## config.mk

```make
export PLATFORM = sky130hd
export DESIGN_NAME = minilogix_cfg_tx
export DESIGN_NICKNAME = d
export VERILOG_FILES = /design/src/rtl/minilogix_pkg.sv /design/src/rtl/minilogix_clkdiv.sv /design/src/rtl/minilogix_cfg_tx.sv
export SDC_FILE = /design/constraint.sdc
export NUM_CORES = 1
export LEC_CHECK = 0
export CORE_AREA = 2 2 67 69
export CTS_BUF_LIST = sky130_fd_sc_hd__clkbuf_8
export CTS_CLUSTER_DIAMETER = 80
export DETAILED_ROUTE_END_ITERATION = 6
export DIE_AREA = 0 0 69 71
export PLACE_DENSITY_LB_ADDON = 0.2
export SYNTH_ARGS = -nofsm -noshare
export SYNTH_HDL_FRONTEND = slang
export SYNTH_HIERARCHICAL = 1
export SYNTH_SLANG_ARGS = --single-unit
```

## constraint.sdc

```tcl
create_clock -name clk -period 1.25 [get_ports clk]
set_input_delay 0.125 -clock clk [delete_from_list [all_inputs] [get_ports clk]]
set_output_delay 0.125 -clock clk [all_outputs]
set_load 0.01 [all_outputs]
```

## src/rtl/minilogix_pkg.sv

```systemverilog
// Shared state encoding, default sizing and small helpers for the minilogix
// configuration loader.
package minilogix_pkg;

  localparam int DEF_CFG_BITS = 128;
  localparam int DEF_CLK_DIV  = 2;

  typedef enum logic [2:0] {
    ST_IDLE,
    ST_WAIT_BYTE,
    ST_SHIFT_LO,
    ST_SHIFT_HI,
    ST_TRAIL,
    ST_DONE
  } cfg_state_e;

  // States that run off the load_clk divider.
  function automatic logic is_timed(input cfg_state_e s);
    return (s == ST_SHIFT_LO) || (s == ST_SHIFT_HI) || (s == ST_TRAIL);
  endfunction

  function automatic logic is_busy(input cfg_state_e s);
    return (s == ST_WAIT_BYTE) || is_timed(s);
  endfunction

endpackage

```

## src/rtl/minilogix_clkdiv.sv

```systemverilog
// Half-period divider for load_clk: counts enabled cycles and pulses tc on the
// last one, restarting itself so each timed state lasts exactly CLK_DIV cycles.
module minilogix_clkdiv
  import minilogix_pkg::*;
#(
  parameter int CLK_DIV = DEF_CLK_DIV
) (
  input  logic clk,
  input  logic rst_n,
  input  logic load,
  input  logic en,
  output logic tc
);

  localparam int CW = $clog2(CLK_DIV + 1);
  localparam logic [CW-1:0] CNT_LAST = CW'(CLK_DIV - 1);

  logic [CW-1:0] cnt_reg;

  assign tc = en && !load && (cnt_reg == CNT_LAST);

  always_ff @(posedge clk or negedge rst_n) begin
    if (!rst_n) begin
      cnt_reg <= '0;
    end else if (load || tc) begin
      cnt_reg <= '0;
    end else if (en) begin
      cnt_reg <= cnt_reg + 1'b1;
    end
  end

endmodule

```

## src/rtl/minilogix_cfg_tx.sv

```systemverilog
// Serialises configuration bytes (MSB first) onto the minilogix1 load
// interface with a divided load_clk; all outputs are registered.
module minilogix_cfg_tx
  import minilogix_pkg::*;
#(
  parameter int CFG_BITS = DEF_CFG_BITS,
  parameter int CLK_DIV  = DEF_CLK_DIV
) (
  input  logic       clk,
  input  logic       rst_n,
  input  logic       i_start,
  input  logic [7:0] i_byte,
  input  logic       i_byte_valid,
  output logic       o_byte_ready,
  output logic       o_busy,
  output logic       o_done,
  output logic       o_load_en,
  output logic       o_load_clk,
  output logic       o_load_dat
);

  localparam int BW = $clog2(CFG_BITS + 1);
  localparam logic [BW-1:0] BITS_INIT = BW'(CFG_BITS);
  localparam logic [BW-1:0] BITS_ONE  = BW'(1);

  // Reset asserts asynchronously but is released two clocks after rst_n rises.
  logic rst_meta_reg;
  logic rst_sync_reg;

  always_ff @(posedge clk or negedge rst_n) begin
    if (!rst_n) begin
      rst_meta_reg <= 1'b0;
      rst_sync_reg <= 1'b0;
    end else begin
      rst_meta_reg <= 1'b1;
      rst_sync_reg <= rst_meta_reg;
    end
  end

  cfg_state_e    state_reg, state_next;
  logic [7:0]    shift_reg, shift_next;
  logic [BW-1:0] bit_cnt_reg, bit_cnt_next;
  logic [2:0]    byte_bit_reg, byte_bit_next;
  logic          div_en;
  logic          div_load;
  logic          div_tc;

  assign div_en   = is_timed(state_reg);
  assign div_load = !div_en;

  minilogix_clkdiv #(.CLK_DIV(CLK_DIV)) u_clkdiv (
    .clk   (clk),
    .rst_n (rst_sync_reg),
    .load  (div_load),
    .en    (div_en),
    .tc    (div_tc)
  );

  always_ff @(posedge clk or negedge rst_sync_reg) begin
    if (!rst_sync_reg) begin
      state_reg    <= ST_IDLE;
      shift_reg    <= '0;
      bit_cnt_reg  <= '0;
      byte_bit_reg <= '0;
    end else begin
      state_reg    <= state_next;
      shift_reg    <= shift_next;
      bit_cnt_reg  <= bit_cnt_next;
      byte_bit_reg <= byte_bit_next;
    end
  end

  always_comb begin
    state_next    = state_reg;
    shift_next    = shift_reg;
    bit_cnt_next  = bit_cnt_reg;
    byte_bit_next = byte_bit_reg;
    case (state_reg)
      ST_IDLE: begin
        if (i_start) begin
          state_next   = ST_WAIT_BYTE;
          bit_cnt_next = BITS_INIT;
        end
      end
      ST_WAIT_BYTE: begin
        if (i_byte_valid && o_byte_ready) begin
          shift_next    = i_byte;
          byte_bit_next = '0;
          state_next    = ST_SHIFT_LO;
        end
      end
      ST_SHIFT_LO: begin
        if (div_tc) state_next = ST_SHIFT_HI;
      end
      ST_SHIFT_HI: begin
        if (div_tc) begin
          shift_next    = {shift_reg[6:0], 1'b0};
          bit_cnt_next  = bit_cnt_reg - 1'b1;
          byte_bit_next = byte_bit_reg + 1'b1;
          // A short final byte ends the frame here; its unused low bits are dropped.
          if (bit_cnt_reg == BITS_ONE)   state_next = ST_TRAIL;
          else if (byte_bit_reg == 3'd7) state_next = ST_WAIT_BYTE;
          else                           state_next = ST_SHIFT_LO;
        end
      end
      ST_TRAIL: begin
        if (div_tc) state_next = ST_DONE;
      end
      ST_DONE:  state_next = ST_IDLE;
      default:  state_next = ST_IDLE;
    endcase
  end

  // Outputs are decoded from the next state so they line up with state_reg.
  always_ff @(posedge clk or negedge rst_sync_reg) begin
    if (!rst_sync_reg) begin
      o_byte_ready <= 1'b0;
      o_busy       <= 1'b0;
      o_done       <= 1'b0;
      o_load_en    <= 1'b0;
      o_load_clk   <= 1'b0;
      o_load_dat   <= 1'b0;
    end else begin
      o_byte_ready <= (state_next == ST_WAIT_BYTE);
      o_busy       <= is_busy(state_next);
      o_done       <= (state_next == ST_DONE);
      o_load_en    <= is_busy(state_next);
      o_load_clk   <= (state_next == ST_SHIFT_HI);
      if (state_next == ST_SHIFT_LO) begin
        o_load_dat <= shift_next[7];
      end else if ((state_next == ST_IDLE) || (state_next == ST_DONE)) begin
        o_load_dat <= 1'b0;
      end
    end
  end

endmodule
```

==> impl_metrics.json <==
{
  "row_count": 24,
  "globalRouteOverflowTotal": 0,
  "post-route-drc-count": 0,
  "grt_util_met2_pct": 26.5,
  "clk_pin_slew_ns": 0.06,
  "synth_top_area_share_pct": 52.8,
  "num_vias": 1285,
  "arrival_ns": 2.31,
  "vdd_drop_max_mv": 1.22,
  "r2r_end": "o_load_dat$_DFFE_PN0P_",
  "finish.utilization_pct": 54.9,
  "diodes": 0,
  "violations": "setup timing",
  "critPathLaunch": "state_reg[1]$_DFF_PN0_",
  "crit_type": "register to register",
  "synth_top_family_by_area": "simple AND/OR/NAND/NOR gates",
  "synth-edff-count": 0,
  "fin_crit_sh_pct": 171,
  "maxCapViolations": 0,
  "antenna_found_initial": 0,
  "synth_area_leader_cell": "dfrtp_1",
  "die-area_sq_um": 4900,
  "grt_use_met1_pct": 18.5,
  "rr_startpoint": "state_reg[1]$_DFF_PN0_",
  "rsz0062_at_grt": "true",
  "skew_ns": 0.00690,
  "ys_warn_count": 6,
  "setup-violations-final": 29,
  "r2r_cells": 8,
  "h-tree-depth": 2,
  "grt_pass1_wl_um": 6070,
  "syn_avg_cell_area_sq_um": 10.1,
  "synthSimpleGateAreaFrac_pct": 22.1,
  "grt_pass1_vias": 1324,
  "synth_compound_area_share_pct": 12.3,
  "ant_nets": 0,
  "path_max_fanout": 4,
  "setup_ws_ns": -0.891,
  "fin_nets": 228,
  "cts_inserted_buffers": 5,
  "grt_max_degree": 21,
  "hpwlAfterDp_um": 2490,
  "core_sq_um": 4200,
  "hold_viol_final": 0,
  "vias_per_cell": 4.87,
  "die_height_um": 71,
  "synth_flop_cell": "dfrtp_1",
  "required_ns": 1.42,
  "clkLatencyLatePin_ns": 0.28,
  "place_congestion": 0.834,
  "cts_tree": "done",
  "die_w_um": 69,
  "use_met3_pct": 4.84,
  "synth_common_cells": "dfrtp_1, nand2_1, nor2_1",
  "start_util_pct": 34.9,
  "clockRootBuffer": "clkbuf_8",
  "yosysSeqAreaShare_pct": 52.8,
  "min_path_type": "register to async pin",
  "synth_fa_ha_area_share_pct": 4.26,
  "synth.area.mux_share_pct": 0.681,
  "synth.distinct_cells": 42,
  "finalCriticalPeriod_ns": 2.14,
  "leakage_nw": 1.12,
  "worstSetupEndpoint": "o_load_dat$_DFFE_PN0P_",
  "clock.fmax_mhz": 467,
  "setup_tns_ns": -19.32,
  "busiest_layer": "met2",
  "regToRegSetupSlack_ns": -0.89,
  "area.growth.synth_to_final_pct": 57.0,
  "synth_area_sq_um": 1470,
  "drive_gt1_share_pct": 40.1,
  "synthTopCellsByArea": "dfrtp_1, nand2_1, ha_1",
  "syn_nets": 162,
  "async_flop_share_pct": 100,
  "grt_usage_pct": 15.7,
  "clock-sinks": 31,
  "routed_wl_um": 3470,
  "synthCells": 145,
  "status": "complete, but fails checks",
  "p_per_area_nw_per_um2": 2100,
  "drt_iter0_drc": 50,
  "yosys_register_bits": 31,
  "synth-xor-area-share_pct": 4.17,
  "clk_path_buf_depth": 2,
  "port_buffers": 17,
  "synth_most_common_cell": "dfrtp_1",
  "num-fill-cells": 392,
  "slew_violations": 0,
  "io_pins": 18,
  "cp-start-kind": "register",
  "whs_ns": 0.165,
  "end_kind": "register",
  "drtPass1Iterations": 4,
  "wl_per_cell_um": 13.1
}
cell families (layout without fill, tap and decap cells):
group	after synthesis	count (layout)
buffers and inverters	12	79
adder cells (fa/ha/maj)	5	5
AO/OA/AOI/OAI	24	24
other	1	1
multiplexers	1	1
XOR/XNOR	7	7
AND/OR/NAND/NOR	64	64
flip-flops	31	31
where the power goes:
| group | internal (W) | leakage, nW | switching (W) |
|---|---|---|---|
| registers | 0.00137 | 0.389 | 0.000216 |
| logic | 0.00131 | 0.680 | 0.00122 |
| clock network | 0.000373 | 0.0505 | 0.000346 |
layout make-up:
class	count	area (sq um)	share of cell area [%]
clock inverter	3	12.5	0.543
tap	52	65.1	2.82
multi-input combinational	102	801	34.7
timing repair buffer	65	557	24.1
sequential	31	777	33.7
inverter	6	25.0	1.09
clock buffer	5	68.8	2.98
critical path, cell delays in order, from the launching register on:
cell and delay [ns]:
dfrtp_1 0.41, nor3b_2 0.24, or2_4 0.18, nor2b_4 0.14, and2_4 0.17, and4b_2 0.30, a21oi_4 0.04, a221o_1 0.31
a31o_2 0.24
how the worst min path moves through the flow:
stage,from,end,slack (ns)
floorplan,rst_n,rst_meta_reg$_DFF_PN0_,-0.17
global placement,rst_sync_reg$_DFF_PN0_,shift_reg[1]$_DFFE_PN0P_,0.17
detailed placement,rst_sync_reg$_DFF_PN0_,shift_reg[1]$_DFFE_PN0P_,0.17
CTS,rst_n,rst_meta_reg$_DFF_PN0_,0.003
global route,rst_sync_reg$_DFF_PN0_,shift_reg[2]$_DFFE_PN0P_,0.20
finish,rst_sync_reg$_DFF_PN0_,shift_reg[2]$_DFFE_PN0P_,0.17
metrics by stage:
stage | total power (W) | worst slack (ns) | instance area [sq um] | cells
2_1_floorplan | 0.00290 | -0.973 | 1590 | 145
3_3_place_gp | 0.00374 | -0.925 | 2070 | 247
3_5_place_dp | 0.00383 | -0.991 | 2070 | 247
4_1_cts | 0.00476 | -0.888 | 2240 | 259
5_1_grt | 0.00524 | -0.968 | 2310 | 264
6_report | 0.00484 | -0.891 | 2310 | 264
timing repair:
action / 4_1_cts / 5_1_grt
setup buffers: 4 / 5
gates resized for setup: 22 / 9
endpoints found under the hold margin: 0 / 2
endpoints found under the setup margin: 35 / 29
hold buffers: 0 / 1
pin swaps: 17 / 18
routing by layer:
layer,vias to the layer above,wire length [um]
met3,5,115
li1,635,-
met1,624,1500
met2,21,1800
met5,-,0
met4,0,61
layout by cell type (no fill, tap or decap), types with 3 or more instances in the layout:
master            n
dlygate4sd2_1     6
ha_1              5
buf_4            41
nand2_1          20
buf_6             5
xor2_1            4
xnor2_1           3
clkbuf_8          5
nor2_1           14
a22oi_2           6
dfrtp_1          30
o21ai_1           5
inv_1             7
clkdlybuf4s50_1  11
Power figures use the tool's default switching activity.
